<file path="src/rtl/blink_pkg.sv">
// Shared constants and helpers for the LED blink pacing stage.
package blink_pkg;
  localparam int RATE_W = 2;
  localparam logic [RATE_W-1:0] RATE_MAX = 2'd3;
  localparam int DEF_DB_CYCLES = 500000;
  localparam int DEF_BASE_HALF = 50000000;
  localparam int NUM_KEYS = 2;
  localparam int KEY_UP = 0;
  localparam int KEY_DN = 1;

  // Each rate step halves the half-period.
  function automatic logic [RATE_W-1:0] rate_shift(input logic [RATE_W-1:0] rate);
    return rate;
  endfunction
endpackage

</file>
<file path="src/rtl/blink_rate_ctrl_key_debounce.sv">
// One pushbutton: 2-flop synchronizer, stability counter, single-cycle press strobe.
module key_debounce #(
  parameter int DB_CYCLES = 500000,
  parameter int DB_W      = 19
) (
  input  logic CLOCK_50,
  input  logic RST_N,
  input  logic key_n,
  output logic press
);
  localparam logic [DB_W-1:0] DB_LAST = DB_W'(DB_CYCLES - 1);

  logic            sync1, sync2, level;
  logic [DB_W-1:0] cnt;

  always_ff @(posedge CLOCK_50 or negedge RST_N) begin
    if (!RST_N) begin
      sync1 <= 1'b1;
      sync2 <= 1'b1;
      level <= 1'b1;
      cnt   <= '0;
      press <= 1'b0;
    end else begin
      sync1 <= key_n;
      sync2 <= sync1;
      press <= 1'b0;
      if (sync2 == level) begin
        cnt <= '0;
      end else if (cnt == DB_LAST) begin
        // Accepting a new level; a strobe only when leaving the released state.
        level <= sync2;
        cnt   <= '0;
        press <= level;
      end else begin
        cnt <= cnt + 1'b1;
      end
    end
  end
endmodule

</file>
<file path="src/rtl/blink_rate_ctrl.sv">
// Rate-selectable half-period timer: debounced up/down keys pick the rate, tick/blink pace the LEDs.
module blink_rate_ctrl
  import blink_pkg::*;
#(
  parameter int DB_CYCLES = DEF_DB_CYCLES,
  parameter int BASE_HALF = DEF_BASE_HALF,
  parameter int CNT_W     = 26,
  parameter int DB_W      = 19
) (
  input  logic              CLOCK_50,
  input  logic              RST_N,
  input  logic              KEY_UP_N,
  input  logic              KEY_DN_N,
  output logic              tick,
  output logic              blink,
  output logic [RATE_W-1:0] rate_idx
);
  localparam logic [CNT_W-1:0] BASE = CNT_W'(BASE_HALF);

  logic [NUM_KEYS-1:0] key_n, press;
  logic [CNT_W-1:0]    cnt, half_m1;
  logic                up_ok, dn_ok;

  assign key_n = {KEY_DN_N, KEY_UP_N};

  for (genvar k = 0; k < NUM_KEYS; k++) begin : g_key
    key_debounce #(.DB_CYCLES(DB_CYCLES), .DB_W(DB_W)) u_db (
      .CLOCK_50 (CLOCK_50),
      .RST_N    (RST_N),
      .key_n    (key_n[k]),
      .press    (press[k])
    );
  end

  assign half_m1 = (BASE >> rate_shift(rate_idx)) - 1'b1;
  // Opposing presses cancel; presses at a limit are dropped entirely.
  assign up_ok = press[KEY_UP] & ~press[KEY_DN] & (rate_idx != RATE_MAX);
  assign dn_ok = press[KEY_DN] & ~press[KEY_UP] & (rate_idx != '0);

  always_ff @(posedge CLOCK_50 or negedge RST_N) begin
    if (!RST_N) begin
      rate_idx <= '0;
      cnt      <= '0;
      tick     <= 1'b0;
      blink    <= 1'b1;
    end else begin
      tick <= 1'b0;
      if (up_ok) begin
        rate_idx <= rate_idx + 1'b1;
        cnt      <= '0;
      end else if (dn_ok) begin
        rate_idx <= rate_idx - 1'b1;
        cnt      <= '0;
      end else if (cnt == half_m1) begin
        cnt   <= '0;
        tick  <= 1'b1;
        blink <= ~blink;
      end else begin
        cnt <= cnt + 1'b1;
      end
    end
  end
endmodule
</file>
<file path="config.mk">
export PLATFORM = sky130hd
export DESIGN_NAME = blink_rate_ctrl
export DESIGN_NICKNAME = d
export VERILOG_FILES = /design/src/rtl/blink_pkg.sv /design/src/rtl/blink_rate_ctrl_key_debounce.sv /design/src/rtl/blink_rate_ctrl.sv
export SDC_FILE = /design/constraint.sdc
export NUM_CORES = 1
export LEC_CHECK = 0
export ABC_AREA = 1
export BUFFER_PORTS_ARGS = -buffer_cell sky130_fd_sc_hd__buf_2
export CELL_PAD_IN_SITES_DETAIL_PLACEMENT = 0
export CELL_PAD_IN_SITES_GLOBAL_PLACEMENT = 1
export CORE_ASPECT_RATIO = 0.5
export CORE_MARGIN = 2
export CORE_UTILIZATION = 45
export DETAILED_ROUTE_END_ITERATION = 7
export PLACE_DENSITY_LB_ADDON = 0.1
export SETUP_SLACK_MARGIN = 0.05
export SLEW_MARGIN = 25
export SYNTH_ARGS = -nofsm -noshare
export SYNTH_HDL_FRONTEND = slang
export SYNTH_SLANG_ARGS = --single-unit
</file>
<file path="constraint.sdc">
create_clock -name CLOCK_50 -period 2.7 [get_ports CLOCK_50]
set_input_delay 0 -clock CLOCK_50 [delete_from_list [all_inputs] [get_ports CLOCK_50]]
set_output_delay 0 -clock CLOCK_50 [all_outputs]
set_load 0.05 [all_outputs]
</file>
======== Yosys cells after proc, flatten, opt, wreduce, memory -nomap -nowiden ========
Index checks and enable logic that the tools add are counted.
cells by class
  add/subtract/negate cells ............... 6
  shift operators ......................... 1
  multiplexer cells ....................... 16
  reduce and logical (&&, ||, !) cells .... 5
  eq/ne operators ......................... 6
  bitwise logic cells ..................... 11
operator list
  kind                     number
  $mux W26                 3
  $mux W19                 4
  $add A19 B1 Y19 const B  2
  $eq A19 B19 Y1 const B   2
  $add A26 B1 Y26 const B  1
  $eq A26 B26 Y1           1
  $shr A26 B2 Y26 const A  1
  $sub A26 B1 Y26 const B  1
  $mux W1                  7
  $not A1 Y1               7
  $and A1 B1 Y1            4
  $mux W2                  2
  $reduce_and A2 Y1        2
  $reduce_bool A2 Y1       2
  $reduce_and A3 Y1        1
  $add A2 B1 Y2 const B    1
  $eq A1 B1 Y1             2
  $ne A2 B2 Y1 const B     1
  $sub A2 B1 Y2 const B    1
word-level totals
  bits in registers ....................... 76
  output and inout port bits .............. 4
  bits of input ports ..................... 4
  word-level logic and storage cells ...... 59

======== Longest topological paths before layout ========
Gate-level depths: netlist of run 1.
  depth in word-level cells ............... 6
  mapped depth ............................ 14
  depth with buffers taken out ............ 13

======== By module ========
A second synthesis of run 1 with hierarchy kept.
second synthesis, totals
  cell total of the unflattened synthesis .. 665
  area, all modules ....................... 4652.0 sq um
modules (own cells, without submodules)
  module           cells each  times used  seq. area each (sq um)  area each (sq um)
  key_debounce     150         2           579.3                   1221.2
  blink_rate_ctrl  365         1           752.0                   2209.6

======== Worst setup path after synthesis of run 1 ========
OpenSTA, ideal clock, no wires.
  kind .................................... flip-flop to flip-flop
  start point ............................. register rate_idx[1]
  end point ............................... register cnt[11]
  setup slack ............................. 0.438 ns
  arrival ................................. 2.141 ns
  data required time ...................... 2.579 ns
  stages on the path, launching flop included .. 15
  buffers on the path ..................... 2
  clock period less this slack ............ 2.262 ns
  setup time .............................. 0.121 ns
  cell sequence ........................... dfrtp_1 > buf_4 > nand2_2 > ha_1 > nand2_1 > inv_1 > nor2_1 > nand2_1 > nor2_1 > nand2_1 > nor2_2 > nand2_2 > nand2_4 > buf_6 > nor2_1
on the way
  longest elaborated chain between the ends .. 6
  elaborated cells between the ends (all ways) .. 10
  those cells by class .................... add/sub (1); eq/ne (2); shift (1); mux (3); bitwise (2); reduce/logical (1)
ends and longest elaborated chain
  what                      RTL line               text
  start: declaration        blink_rate_ctrl.sv:16  output logic [RATE_W-1:0] rate_idx
  start signal: assignment  blink_rate_ctrl.sv:49  rate_idx <= rate_idx + 1'b1;
  start signal: assignment  blink_rate_ctrl.sv:52  rate_idx <= rate_idx - 1'b1;
  $shr A26 B2 Y26           blink_rate_ctrl.sv:35  assign half_m1 = (BASE >> rate_shift(rate_idx)) - 1'b1;
  $sub A26 B1 Y26           blink_rate_ctrl.sv:35
  $eq A26 B26 Y1            blink_rate_ctrl.sv:54  end else if (cnt == half_m1) begin
  $mux W26                  blink_rate_ctrl.sv:54
  $mux W26                  blink_rate_ctrl.sv:51  end else if (dn_ok) begin
  $mux W26 (*)              blink_rate_ctrl.sv:48  if (up_ok) begin
  end signal: assignment    blink_rate_ctrl.sv:59  cnt <= cnt + 1'b1;
  end: declaration          blink_rate_ctrl.sv:21  logic [CNT_W-1:0] cnt, half_m1;
Mark *: on every way between the ends. The rest lies on a longest branch, timed or not.
A chain may end at the register's enable or synchronous reset.

======== Worst setup path after layout of run 1 ========
  start point ............................. register rate_idx[1]
  end point ............................... register cnt[17]
Same word-level chain as after synthesis.

==> impl_metrics.xml, run 1 <==
<?xml version="1.0" encoding="UTF-8"?>
<metrics>
  <group name="critical_path">
    <metric name="worst_ep_required_time" unit="ps">2910</metric>
    <metric name="timing.critical_path.slowest_stage_cell" unit="">sky130_fd_sc_hd__dfrtp_1</metric>
    <metric name="cp_top_family" unit="">simple AND/OR/NAND/NOR gates</metric>
    <metric name="critical_path.cell_chain" unit="">nand2_2, ha_1, nor2_1, nor2_1, nand2_1, nor2_1, nand2_1, nor2_2, nand2_2, nand2_4, nor2_1</metric>
    <metric name="setup.worst_path.end_class" unit="">register</metric>
    <metric name="crit_top_cell" unit="">sky130_fd_sc_hd__nor2_1</metric>
    <metric name="critical_path_buf_inv_count" unit="">0</metric>
    <metric name="timing.critical_path.fanout_max" unit="">17</metric>
    <metric name="max_stage_delay" unit="ps">560</metric>
    <metric name="criticalPathCategory" unit="">reg -&gt; reg</metric>
    <metric name="critical_path.startpoint_type" unit="">register</metric>
    <metric name="worst-endpoint-arrival" unit="ps">2400</metric>
  </group>
  <group name="run_status">
    <metric name="outcome" unit="">completed</metric>
  </group>
  <group name="cts">
    <metric name="htree_num_levels" unit="">3</metric>
    <metric name="cts_hold_repair.buffers" unit="">3</metric>
    <metric name="cts_setup_buffers" unit="">0</metric>
    <metric name="ctsLongestPathBuffers" unit="">2</metric>
    <metric name="number_of_clock_sinks_seen_by_cts" unit="">76</metric>
    <metric name="cts.clk_slew.worst_paths" unit="ps">60</metric>
    <metric name="cts_root_buf" unit="">sky130_fd_sc_hd__clkbuf_16</metric>
    <metric name="cts_tree" unit="">built</metric>
    <metric name="worstSkewPairLatency" unit="ps">340</metric>
    <metric name="cts_repair_resize_count" unit="">0</metric>
    <metric name="cts-buffers-inserted" unit="">9</metric>
  </group>
  <group name="cells_and_area">
    <metric name="area_delta_synth_final" unit="%">11.8</metric>
    <metric name="final_net_count" unit="">690</metric>
    <metric name="post_route_cells_drive_above_1_share" unit="">0.0597</metric>
    <metric name="post-route-cell-area" unit="um2">5070</metric>
    <metric name="layout_common_cells" unit="">182 x sky130_fd_sc_hd__nand2_1, 139 x sky130_fd_sc_hd__nor2_1, 86 x sky130_fd_sc_hd__inv_1, 69 x sky130_fd_sc_hd__dfrtp_1, 49 x sky130_fd_sc_hd__nand3_1</metric>
    <metric name="num_antenna_cells" unit="">0</metric>
    <metric name="num-fill-cells" unit="">991</metric>
    <metric name="layout_commonest_cell" unit="">sky130_fd_sc_hd__nand2_1</metric>
  </group>
  <group name="timing">
    <metric name="post_layout_minimum_cycle_time" unit="ps">2180</metric>
    <metric name="fin_worst_skew" unit="ps">6.28</metric>
    <metric name="timing.slew.headroom" unit="">0.536</metric>
    <metric name="grt_setup_unrepaired" unit="">no</metric>
    <metric name="holdWs" unit="ps">265</metric>
    <metric name="layout_worst_path_cycle_share" unit="">0.809</metric>
    <metric name="slew_violations" unit="">0</metric>
    <metric name="final.setup.tns" unit="ps">0</metric>
    <metric name="setup_viol" unit="">0</metric>
    <metric name="timing.final.hold_violations" unit="">0</metric>
    <metric name="fmax" unit="GHz">0.458</metric>
    <metric name="tightest_slew" unit="ps">696</metric>
  </group>
  <group name="pwr">
    <metric name="vdd_drop_max" unit="mV">0.303</metric>
    <metric name="power.combinational.fraction" unit="">0.023</metric>
    <metric name="clock_share_of_power" unit="">0.514</metric>
    <metric name="sw_frac_of_total" unit="">0.210</metric>
    <metric name="internal" unit="mW">1.97</metric>
    <metric name="power-per-cell-area" unit="nW/um2">492</metric>
    <metric name="sw_pwr" unit="mW">0.525</metric>
    <metric name="share_seq_of_total_power" unit="">0.464</metric>
    <metric name="static-leakage-power" unit="nW">2.32</metric>
  </group>
  <group name="route">
    <metric name="drt_pre_antenna_iters" unit="">5</metric>
    <metric name="wl" unit="um">10900</metric>
    <metric name="postRouteAntennaNets" unit="">0</metric>
    <metric name="routedWlPerCell" unit="um">13.2</metric>
    <metric name="drc" unit="">0</metric>
    <metric name="via_count" unit="">4107</metric>
    <metric name="detail_route.iter0.violations" unit="">256</metric>
    <metric name="post_drt_via_cell_ratio" unit="">5.00</metric>
  </group>
  <group name="synthesis">
    <metric name="synth.net_count" unit="">672</metric>
    <metric name="synthesis.yosys.warnings" unit="">0</metric>
    <metric name="post-synth-top-area-cell" unit="">sky130_fd_sc_hd__dfrtp_1</metric>
    <metric name="synth_area_per_cell" unit="um2">6.84</metric>
    <metric name="synth_area_leaders" unit="">sky130_fd_sc_hd__dfrtp_1 38%, sky130_fd_sc_hd__nand2_1 15%, sky130_fd_sc_hd__nor2_1 11%</metric>
    <metric name="syn_inst" unit="">664</metric>
    <metric name="synthDistinctLibCells" unit="">31</metric>
    <metric name="number_of_enable_type_register_cells_in_the_synthesized_netlist" unit="">0</metric>
    <metric name="synthArstFlopShare" unit="">1.00</metric>
    <metric name="synth_flop_cell" unit="">sky130_fd_sc_hd__dfrtp_1</metric>
    <metric name="synth_sequential_area_ratio" unit="">0.421</metric>
    <metric name="yosys_register_bits" unit="">76</metric>
    <metric name="syn-cell-area" unit="um2">4540</metric>
    <metric name="synth_largest_type_area_fraction" unit="">0.380</metric>
  </group>
  <group name="die">
    <metric name="dieWidth" unit="um">146</metric>
    <metric name="floorplan.initialDensity" unit="">0.471</metric>
    <metric name="die_height" unit="um">75.0</metric>
    <metric name="fp.coreArea" unit="um2">9630</metric>
    <metric name="pin_count" unit="">8</metric>
    <metric name="floorplan.rows" unit="">25</metric>
    <metric name="fp.dieArea" unit="um2">11000</metric>
  </group>
  <group name="placement">
    <metric name="detailed_placer_s_ending_hpwl" unit="um">8170</metric>
    <metric name="placement.io_buffers" unit="">7</metric>
    <metric name="place.gp.congestion" unit="">0.922</metric>
    <metric name="post_dp_cell_area" unit="um2">4720</metric>
  </group>
  <group name="grt">
    <metric name="track_usage" unit="">0.217</metric>
    <metric name="initial_antenna_violation_count" unit="">0</metric>
    <metric name="first_pass_grt_wire_length" unit="um">18600</metric>
    <metric name="overflow" unit="">0</metric>
    <metric name="grt_start_max_net_pins" unit="">77</metric>
    <metric name="first_global_vias" unit="">3874</metric>
  </group>
  <group name="run">
    <metric name="timing.max_cap.violations" unit="">0</metric>
  </group>
  <group name="hold_path">
    <metric name="min_path_type" unit="">in -&gt; async</metric>
  </group>
</metrics>
## layout make-up
type | instances | area, um2 | share of cell area
clock buffers | 10 | 229 | 0.0451
inverters | 90 | 338 | 0.0666
clock inverters | 6 | 88.8 | 0.0175
multi-input cells | 493 | 2250 | 0.444
repair buffers | 12 | 86.3 | 0.0170
well taps | 135 | 169 | 0.0333
flip-flops and latches | 76 | 1910 | 0.376
## final timing paths
kind	to	cells after the start	from	slack, ps
max	cnt[17]	11	rate_idx[1]	520
min	g_key[0].u_db.cnt[15]	2	RST_N	270
max reg2reg	cnt[17]	11	rate_idx[1]	520
min reg2reg	g_key[1].u_db.sync2	0	g_key[1].u_db.sync1	360
max in group asynchronous	cnt[19]	2	RST_N	1960
min in group CLOCK_50	g_key[0].u_db.sync1	2	KEY_UP_N	300
## sequential cells by signal, summed over array words and instances, names as in the netlist
register,cells
g_key.u_db.cnt,38
tick,1
g_key.u_db.press,2
blink,1
g_key.u_db.level,2
g_key.u_db.sync1,2
rate_idx,2
cnt,26
g_key.u_db.sync2,2
## per-stage QoR
| stage | power, mW | utilization | std cells | worst slack [ps] |
|---|---|---|---|---|
| after floorplan | 1.20 | - | 664 | 438 |
| after global placement | 1.23 | 0.490 | 803 | 602 |
| after detailed placement | 1.23 | 0.490 | 803 | 539 |
| after CTS | 2.53 | 0.526 | 822 | 537 |
| after global routing | 2.60 | 0.527 | 822 | 252 |
| final | 2.50 | 0.527 | 822 | 515 |
## Yosys cell counts, types with 2 or more instances
library cell / instances
sky130_fd_sc_hd__inv_1: 86
sky130_fd_sc_hd__nand4_1: 23
sky130_fd_sc_hd__nor2_2: 2
sky130_fd_sc_hd__a31oi_1: 2
sky130_fd_sc_hd__a21oi_1: 12
sky130_fd_sc_hd__nand2_2: 4
sky130_fd_sc_hd__clkbuf_1: 2
sky130_fd_sc_hd__buf_6: 2
sky130_fd_sc_hd__nor4_1: 3
sky130_fd_sc_hd__xor2_1: 21
sky130_fd_sc_hd__nor3b_1: 5
sky130_fd_sc_hd__dfrtp_1: 69
sky130_fd_sc_hd__nand3_1: 49
sky130_fd_sc_hd__nor3_1: 25
sky130_fd_sc_hd__o21ai_0: 13
sky130_fd_sc_hd__dfstp_2: 7
sky130_fd_sc_hd__inv_2: 3
sky130_fd_sc_hd__ha_1: 4
sky130_fd_sc_hd__nor2_1: 139
sky130_fd_sc_hd__nand2_1: 182
## routing by layer
layer  part of all wire  track usage
met3              0.031       0.0497
met4              0.017       0.0647
met5                  0            0
met1               0.51        0.287
met2               0.44        0.366
## kinds of logic (layout without fill, tap and decap cells)
| group | Yosys count | after routing | synth area share |
|---|---|---|---|
| fa+ha+maj | 4 | 4 | 0.0110 |
| buf+inv | 95 | 118 | 0.0827 |
| flops | 76 | 76 | 0.421 |
| xor+xnor | 22 | 22 | 0.0424 |
| compound gates | 33 | 33 | 0.0394 |
| simple gates | 434 | 434 | 0.404 |
## power by group through the flow
stage	sequential [mW]	clock, mW	combinational, mW
final	1.16	1.28	0.0564
after global routing	1.16	1.37	0.0682
after CTS	1.16	1.32	0.0584
after detailed placement	1.18	0	0.0549
after global placement	1.18	0	0.0548
after floorplan	1.18	0	0.0218
Power figures use the tool's default switching activity.
==> run 2, diff against run 1 <==
--- a/config.mk
+++ b/config.mk
@@ -11,7 +11,7 @@
 export CELL_PAD_IN_SITES_GLOBAL_PLACEMENT = 1
 export CORE_ASPECT_RATIO = 0.5
 export CORE_MARGIN = 2
-export CORE_UTILIZATION = 45
+export CORE_UTILIZATION = 42
 export DETAILED_ROUTE_END_ITERATION = 7
 export PLACE_DENSITY_LB_ADDON = 0.1
 export SETUP_SLACK_MARGIN = 0.05
==> constraint.sdc (replaced) <==
create_clock -name CLOCK_50 -period 1.9 [get_ports CLOCK_50]
set_input_delay 0 -clock CLOCK_50 [delete_from_list [all_inputs] [get_ports CLOCK_50]]
set_output_delay 0 -clock CLOCK_50 [all_outputs]
set_load 0.05 [all_outputs]
==> run 2 against run 1 <==
The flow now finishes with violations (setup timing). Combinational power grew 60%. Final cell count grew 3.5%. Register-to-register slack lost 550 ps. Clock power grew 51%. Critical path depth grew 2. Sequential power grew 42%. Global-route usage grew 0.39 points. Clock-buffer cell count grew 1. Cell area grew 7.4%. Critical path type unchanged. Critical endpoint is now cnt[9]. Largest power group unchanged.
==> impl_metrics.xml, run 2 (synthesis gave the netlist of run 1 again) <==
<?xml version="1.0" encoding="UTF-8"?>
<metrics>
  <group name="die">
    <metric name="pin_count" unit="">8</metric>
    <metric name="floorplan.initialDensity" unit="">0.439</metric>
    <metric name="fp.coreArea" unit="um2">10300</metric>
    <metric name="floorplan.rows" unit="">26</metric>
    <metric name="dieWidth" unit="um">151</metric>
    <metric name="fp.dieArea" unit="um2">11700</metric>
    <metric name="die_height" unit="um">77.5</metric>
  </group>
  <group name="critical_path">
    <metric name="worst_ep_required_time" unit="ps">2120</metric>
    <metric name="setup.worst_path.end_class" unit="">register</metric>
    <metric name="rrSetupSlack" unit="ps">-40</metric>
    <metric name="r2r_start" unit="">rate_idx[0]</metric>
    <metric name="critical_path.startpoint_type" unit="">register</metric>
    <metric name="r2r.worst_path.cells" unit="">13</metric>
    <metric name="criticalPathCategory" unit="">reg -&gt; reg</metric>
    <metric name="timing.critical_path.fanout_max" unit="">8</metric>
    <metric name="worst-endpoint-arrival" unit="ps">2150</metric>
    <metric name="worst_r2r_endpoint" unit="">cnt[9]</metric>
  </group>
  <group name="timing">
    <metric name="fin_worst_skew" unit="ps">9.50</metric>
    <metric name="tightest_slew" unit="ps">468</metric>
    <metric name="fmax" unit="GHz">0.516</metric>
    <metric name="timing.slew.headroom" unit="">0.686</metric>
    <metric name="grt_setup_unrepaired" unit="">yes</metric>
    <metric name="timing.final.hold_violations" unit="">0</metric>
    <metric name="holdWs" unit="ps">166</metric>
    <metric name="setup_viol" unit="">17</metric>
    <metric name="post_layout_minimum_cycle_time" unit="ps">1940</metric>
    <metric name="final.setup.worst_slack" unit="ps">-36.3</metric>
    <metric name="layout_worst_path_cycle_share" unit="">1.02</metric>
    <metric name="slew_violations" unit="">0</metric>
  </group>
  <group name="route">
    <metric name="wl" unit="um">11700</metric>
    <metric name="post_drt_via_cell_ratio" unit="">4.98</metric>
    <metric name="postRouteAntennaNets" unit="">0</metric>
    <metric name="detail_route.iter0.violations" unit="">267</metric>
    <metric name="via_count" unit="">4237</metric>
    <metric name="routedWlPerCell" unit="um">13.8</metric>
    <metric name="drc" unit="">0</metric>
    <metric name="drt_pre_antenna_iters" unit="">5</metric>
  </group>
  <group name="grt">
    <metric name="track_usage" unit="">0.221</metric>
    <metric name="initial_antenna_violation_count" unit="">0</metric>
    <metric name="grt_start_max_net_pins" unit="">35</metric>
    <metric name="overflow" unit="">0</metric>
    <metric name="first_pass_grt_wire_length" unit="um">20200</metric>
    <metric name="first_global_vias" unit="">4176</metric>
  </group>
  <group name="cts">
    <metric name="number_of_clock_sinks_seen_by_cts" unit="">76</metric>
    <metric name="worstSkewPairLatency" unit="ps">340</metric>
    <metric name="cts_root_buf" unit="">sky130_fd_sc_hd__clkbuf_16</metric>
    <metric name="cts.clk_slew.worst_paths" unit="ps">60</metric>
    <metric name="cts-buffers-inserted" unit="">9</metric>
    <metric name="cts_tree" unit="">built</metric>
    <metric name="ctsLongestPathBuffers" unit="">2</metric>
    <metric name="htree_num_levels" unit="">3</metric>
  </group>
  <group name="run">
    <metric name="timing.max_cap.violations" unit="">0</metric>
  </group>
  <group name="cells_and_area">
    <metric name="post_route_cells_drive_above_1_share" unit="">0.136</metric>
    <metric name="multiInputGateArea" unit="um2">2410</metric>
    <metric name="layout_commonest_cell" unit="">sky130_fd_sc_hd__nand2_1</metric>
    <metric name="num-fill-cells" unit="">1043</metric>
    <metric name="final_net_count" unit="">714</metric>
    <metric name="top_regs" unit="">g_key.u_db.cnt (38), cnt (26)</metric>
    <metric name="max_flop_register" unit="">g_key.u_db.cnt</metric>
    <metric name="largest_register_ffs" unit="">38</metric>
    <metric name="finished_core_util" unit="">0.527</metric>
    <metric name="instances_no_fill" unit="">851</metric>
    <metric name="area_delta_synth_final" unit="%">20.1</metric>
    <metric name="layout_common_cells" unit="">175 x sky130_fd_sc_hd__nand2_1, 126 x sky130_fd_sc_hd__nor2_1, 85 x sky130_fd_sc_hd__inv_1, 67 x sky130_fd_sc_hd__dfrtp_1, 46 x sky130_fd_sc_hd__nand3_1</metric>
    <metric name="layout.area.seq" unit="um2">1920</metric>
    <metric name="num_antenna_cells" unit="">0</metric>
  </group>
  <group name="pwr">
    <metric name="power-per-cell-area" unit="nW/um2">672</metric>
    <metric name="static-leakage-power" unit="nW">2.49</metric>
    <metric name="vdd_drop_max" unit="mV">0.414</metric>
  </group>
  <group name="placement">
    <metric name="place.gp.congestion" unit="">0.853</metric>
    <metric name="pre_cts_slack" unit="ps">-69.1</metric>
    <metric name="numPlacedInstances" unit="">830</metric>
    <metric name="placement.io_buffers" unit="">7</metric>
    <metric name="detailed_placer_s_ending_hpwl" unit="um">8750</metric>
  </group>
  <group name="run_status">
    <metric name="failing_checks" unit="">setup timing</metric>
    <metric name="outcome" unit="">finished, violations left</metric>
  </group>
  <group name="hold_path">
    <metric name="min_path_type" unit="">in -&gt; async</metric>
  </group>
</metrics>
==> run 2: cell count changes in the layout (fill, tap and decap cells not counted), sizes merged <==
cell / delta
buf: +23
clkinv: -1
nand2: +1
clkbuf: +1
==> run 2: worst max-delay path by stage <==
| stage | slack (ps) | end | cells past startpoint | start |
|---|---|---|---|---|
| floorplan | -90 | cnt[11] | 14 | rate_idx[1] |
| global placement | -40 | cnt[18] | 13 | rate_idx[0] |
| detailed placement | -70 | cnt[3] | 13 | rate_idx[0] |
| CTS | -30 | cnt[12] | 13 | rate_idx[0] |
| global route | -130 | cnt[9] | 13 | rate_idx[0] |
| finish | -40 | cnt[9] | 13 | rate_idx[0] |
==> run 2: layout make-up <==
type,count,share of cell area
clock buffer,11,0.0464
clock inverter,5,0.0154
inverter,90,0.0627
multi-input combinational,494,0.443
sequential,76,0.351
tap,140,0.0321
timing repair buffer,35,0.0491
==> run 2: critical path, cell delays in order (launching register included) <==
cell and delay [ps]:
sky130_fd_sc_hd__dfrtp_4 510, sky130_fd_sc_hd__buf_12 140, sky130_fd_sc_hd__nand2_8 60, sky130_fd_sc_hd__ha_4 200
sky130_fd_sc_hd__nand2_2 70, sky130_fd_sc_hd__inv_2 40, sky130_fd_sc_hd__nor2_2 100, sky130_fd_sc_hd__nand2_1 50
sky130_fd_sc_hd__nor2_1 90, sky130_fd_sc_hd__nand2_1 90, sky130_fd_sc_hd__nor2_4 140, sky130_fd_sc_hd__nand2_4 130
sky130_fd_sc_hd__nand2_8 150, sky130_fd_sc_hd__nor2_1 50
==> run 2: report_power, final <==
| part | total (mW) | internal (mW) | leakage (nW) | switching [mW] |
|---|---|---|---|---|
| sequential | 1.65 | 1.64 | 1.01 | 0.00948 |
| clock | 1.93 | 1.22 | 0.158 | 0.704 |
| combinational | 0.0901 | 0.0260 | 1.31 | 0.0641 |
==> run 2: stage by stage <==
| step | power [mW] | instance area, um2 | TNS [ps] |
|---|---|---|---|
| after floorplan | 1.70 | 4580 | -874 |
| after global placement | 1.76 | 4940 | -499 |
| after detailed placement | 1.76 | 4940 | -925 |
| after CTS | 3.72 | 5340 | -218 |
| after global routing | 3.80 | 5450 | -2160 |
| final | 3.66 | 5450 | -397 |
==> run 2: what timing repair did <==
action,4_1_cts,5_1_grt
endpoints found under the setup margin,22,45
pin swaps,2,4
gates cloned,1,0
buffers inserted,0,1
endpoints found under the hold margin,37,0
hold buffers,3,0
gates resized for setup,5,29
==> run 2: routing by layer <==
metal,up-vias,global-route usage,share of wire
met5,-,0,0
met4,0,0.0692,0.012
met3,17,0.0524,0.057
met2,107,0.346,0.45
met1,1928,0.303,0.49
li1,2185,-,-
==> run 3, diff against run 2 <==
--- a/config.mk
+++ b/config.mk
@@ -11,7 +11,8 @@
 export CELL_PAD_IN_SITES_GLOBAL_PLACEMENT = 1
 export CORE_ASPECT_RATIO = 0.5
 export CORE_MARGIN = 2
-export CORE_UTILIZATION = 42
+export CORE_UTILIZATION = 45
+export CTS_CLUSTER_DIAMETER = 120
 export DETAILED_ROUTE_END_ITERATION = 7
 export PLACE_DENSITY_LB_ADDON = 0.1
 export SETUP_SLACK_MARGIN = 0.05
==> constraint.sdc (replaced) <==
create_clock -name CLOCK_50 -period 1.95 [get_ports CLOCK_50]
set_input_delay 0 -clock CLOCK_50 [delete_from_list [all_inputs] [get_ports CLOCK_50]]
set_output_delay 0 -clock CLOCK_50 [all_outputs]
set_load 0.05 [all_outputs]
==> run 3 against run 2 <==
The run now ends clean. Flip-flop and latch count did not move. Routed wire length is 1.9% lower. Clock power up 2%. Sequential power decreased by 3%. Via count is 0.33% lower. Critical endpoint is now cnt[25]. Largest power group unchanged.
==> impl_metrics.xml, run 3 (synthesis gave the netlist of run 1 again) <==
<?xml version="1.0" encoding="UTF-8"?>
<metrics>
  <group name="run_status">
    <metric name="outcome" unit="">completed</metric>
  </group>
  <group name="cts">
    <metric name="cts_tree" unit="">built</metric>
    <metric name="cts-buffers-inserted" unit="">9</metric>
    <metric name="cts_setup_buffers" unit="">0</metric>
    <metric name="cts_root_buf" unit="">sky130_fd_sc_hd__clkbuf_16</metric>
    <metric name="ctsLongestPathBuffers" unit="">2</metric>
    <metric name="number_of_clock_sinks_seen_by_cts" unit="">76</metric>
    <metric name="htree_num_levels" unit="">3</metric>
    <metric name="cts.clk_slew.worst_paths" unit="ps">60</metric>
    <metric name="worstSkewPairLatency" unit="ps">340</metric>
  </group>
  <group name="placement">
    <metric name="post_dp_cell_area" unit="um2">4920</metric>
    <metric name="numPlacedInstances" unit="">821</metric>
    <metric name="detailed_placer_s_ending_hpwl" unit="um">8710</metric>
    <metric name="placement.io_buffers" unit="">7</metric>
    <metric name="place.gp.congestion" unit="">0.896</metric>
  </group>
  <group name="critical_path">
    <metric name="critical_path_buf_inv_count" unit="">2</metric>
    <metric name="worst_ep_required_time" unit="ps">2180</metric>
    <metric name="timing.critical_path.fanout_max" unit="">8</metric>
    <metric name="critical_path.startpoint_type" unit="">register</metric>
    <metric name="timing.critical_path.slowest_stage_cell" unit="">sky130_fd_sc_hd__dfrtp_4</metric>
    <metric name="worst-endpoint-arrival" unit="ps">2120</metric>
    <metric name="setup.worst_path.end_class" unit="">register</metric>
    <metric name="critical_path.cell_chain" unit="">inv_4, nand2_4, ha_4, nand2_1, inv_1, nor2_1, nand2_1, nor2_1, nand2_1, nor2_4, nand2_4, nand2_8, nor2_1</metric>
    <metric name="cp_top_family" unit="">simple AND/OR/NAND/NOR gates</metric>
    <metric name="criticalPathCategory" unit="">reg -&gt; reg</metric>
    <metric name="max_stage_delay" unit="ps">520</metric>
    <metric name="rrSetupSlack" unit="ps">60</metric>
  </group>
  <group name="cells_and_area">
    <metric name="largest_register_ffs" unit="">38</metric>
    <metric name="num-fill-cells" unit="">996</metric>
    <metric name="post_route_cells_drive_above_1_share" unit="">0.127</metric>
    <metric name="post-route-cell-area" unit="um2">5450</metric>
    <metric name="layout.area.seq" unit="um2">1920</metric>
    <metric name="layout_common_cells" unit="">175 x sky130_fd_sc_hd__nand2_1, 125 x sky130_fd_sc_hd__nor2_1, 86 x sky130_fd_sc_hd__inv_1, 67 x sky130_fd_sc_hd__dfrtp_1, 46 x sky130_fd_sc_hd__nand3_1</metric>
    <metric name="final_net_count" unit="">709</metric>
    <metric name="multiInputGateArea" unit="um2">2430</metric>
    <metric name="max_flop_register" unit="">g_key.u_db.cnt</metric>
    <metric name="num_antenna_cells" unit="">0</metric>
    <metric name="layout_commonest_cell" unit="">sky130_fd_sc_hd__nand2_1</metric>
    <metric name="instances_no_fill" unit="">841</metric>
    <metric name="area_delta_synth_final" unit="%">20.0</metric>
    <metric name="top_regs" unit="">g_key.u_db.cnt (38), cnt (26)</metric>
  </group>
  <group name="grt">
    <metric name="overflow" unit="">0</metric>
    <metric name="grt_start_max_net_pins" unit="">46</metric>
    <metric name="initial_antenna_violation_count" unit="">0</metric>
    <metric name="first_pass_grt_wire_length" unit="um">19700</metric>
    <metric name="first_global_vias" unit="">4101</metric>
    <metric name="track_usage" unit="">0.231</metric>
  </group>
  <group name="die">
    <metric name="floorplan.initialDensity" unit="">0.471</metric>
    <metric name="dieWidth" unit="um">146</metric>
    <metric name="die_height" unit="um">75.0</metric>
    <metric name="pin_count" unit="">8</metric>
    <metric name="fp.dieArea" unit="um2">11000</metric>
    <metric name="floorplan.rows" unit="">25</metric>
    <metric name="fp.coreArea" unit="um2">9630</metric>
  </group>
  <group name="route">
    <metric name="via_count" unit="">4223</metric>
    <metric name="postRouteAntennaNets" unit="">0</metric>
    <metric name="wl" unit="um">11500</metric>
    <metric name="detail_route.iter0.violations" unit="">302</metric>
    <metric name="routedWlPerCell" unit="um">13.7</metric>
    <metric name="post_drt_via_cell_ratio" unit="">5.02</metric>
    <metric name="drc" unit="">0</metric>
    <metric name="drt_pre_antenna_iters" unit="">5</metric>
  </group>
  <group name="timing">
    <metric name="timing.slew.headroom" unit="">0.593</metric>
    <metric name="slew_violations" unit="">0</metric>
    <metric name="fmax" unit="GHz">0.528</metric>
    <metric name="timing.final.hold_violations" unit="">0</metric>
    <metric name="grt_setup_unrepaired" unit="">yes</metric>
    <metric name="fin_worst_skew" unit="ps">7.10</metric>
    <metric name="layout_worst_path_cycle_share" unit="">0.972</metric>
    <metric name="tightest_slew" unit="ps">610</metric>
    <metric name="post_layout_minimum_cycle_time" unit="ps">1890</metric>
    <metric name="setup_viol" unit="">0</metric>
  </group>
  <group name="pwr">
    <metric name="report.power.total" unit="mW">3.67</metric>
    <metric name="power-per-cell-area" unit="nW/um2">674</metric>
    <metric name="static-leakage-power" unit="nW">2.48</metric>
    <metric name="vdd_drop_max" unit="mV">0.440</metric>
  </group>
  <group name="hold_path">
    <metric name="min_path_type" unit="">in -&gt; async</metric>
  </group>
  <group name="run">
    <metric name="timing.max_cap.violations" unit="">0</metric>
  </group>
</metrics>
[run 3: changes by cell type in the layout (fill, tap and decap cells not counted), sizes merged]
| cell | change |
|---|---|
| clkinvlp | -2 |
| bufinv | +1 |
| buf | -5 |
| clkbuf | +1 |
[run 3: final timing paths]
kind,from,end,depth (start not counted)
max,rate_idx[0],cnt[25],13
min,RST_N,g_key[0].u_db.cnt[13],2
max reg2reg,rate_idx[0],cnt[25],13
min reg2reg,g_key[0].u_db.sync1,g_key[0].u_db.sync2,0
max in group asynchronous,RST_N,g_key[1].u_db.cnt[11],3
min in group CLOCK_50,KEY_DN_N,g_key[1].u_db.sync1,2
[run 3: per-stage QoR]
stage | setup WS, ps | TNS (ps) | hold WS (ps) | util
floorplan | -40.1 | -379 | -296 | -
global placement | 40.8 | 0 | 41.0 | 0.511
detailed placement | 8.47 | 0 | 47.4 | 0.511
CTS | 51.5 | 0 | 230 | 0.554
global route | -103 | -1720 | 274 | 0.565
finish | 55.5 | 0 | 220 | 0.565
[run 3: worst reg2reg max path, stage by stage (launching register included)]
cell	delay, ps
sky130_fd_sc_hd__dfrtp_4	520
sky130_fd_sc_hd__inv_4	80
sky130_fd_sc_hd__nand2_4	60
sky130_fd_sc_hd__ha_4	240
sky130_fd_sc_hd__nand2_1	60
sky130_fd_sc_hd__inv_1	50
sky130_fd_sc_hd__nor2_1	70
sky130_fd_sc_hd__nand2_1	50
sky130_fd_sc_hd__nor2_1	80
sky130_fd_sc_hd__nand2_1	90
sky130_fd_sc_hd__nor2_4	140
sky130_fd_sc_hd__nand2_4	130
sky130_fd_sc_hd__nand2_8	160
sky130_fd_sc_hd__nor2_1	50
[run 3: final cells by class]
type	count	share of cell area
Clock buffer	12	0.0471
Clock inverter	4	0.0175
Inverter	90	0.0627
Sequential cell	76	0.352
Timing Repair Buffer	30	0.0446
Multi-Input combinational cell	494	0.445
Tap cell	135	0.0310
[run 3: power by group]
group	internal, mW	switching, mW	total, mW	leakage [nW]
registers	1.60	0.00938	1.60	1.01
logic	0.0279	0.0621	0.0899	1.29
clock network	1.32	0.656	1.97	0.173
total	2.94	0.728	3.67	2.48
[run 3: per-layer routing]
| metal | global-route usage | wire [um] | vias to the layer above |
|---|---|---|---|
| met5 | 0 | 0 | - |
| met4 | 0.0841 | 271 | 0 |
| met3 | 0.0491 | 437 | 25 |
| met2 | 0.394 | 5110 | 88 |
| met1 | 0.300 | 5670 | 1936 |
| li1 | - | - | 2174 |
[run 3: timing repair]
action	in CTS	in global routing
endpoints found under the hold margin	38	0
cloned	1	0
hold buffers	3	0
pin swaps	1	7
endpoints found under the setup margin	18	28
gates resized for setup	4	31
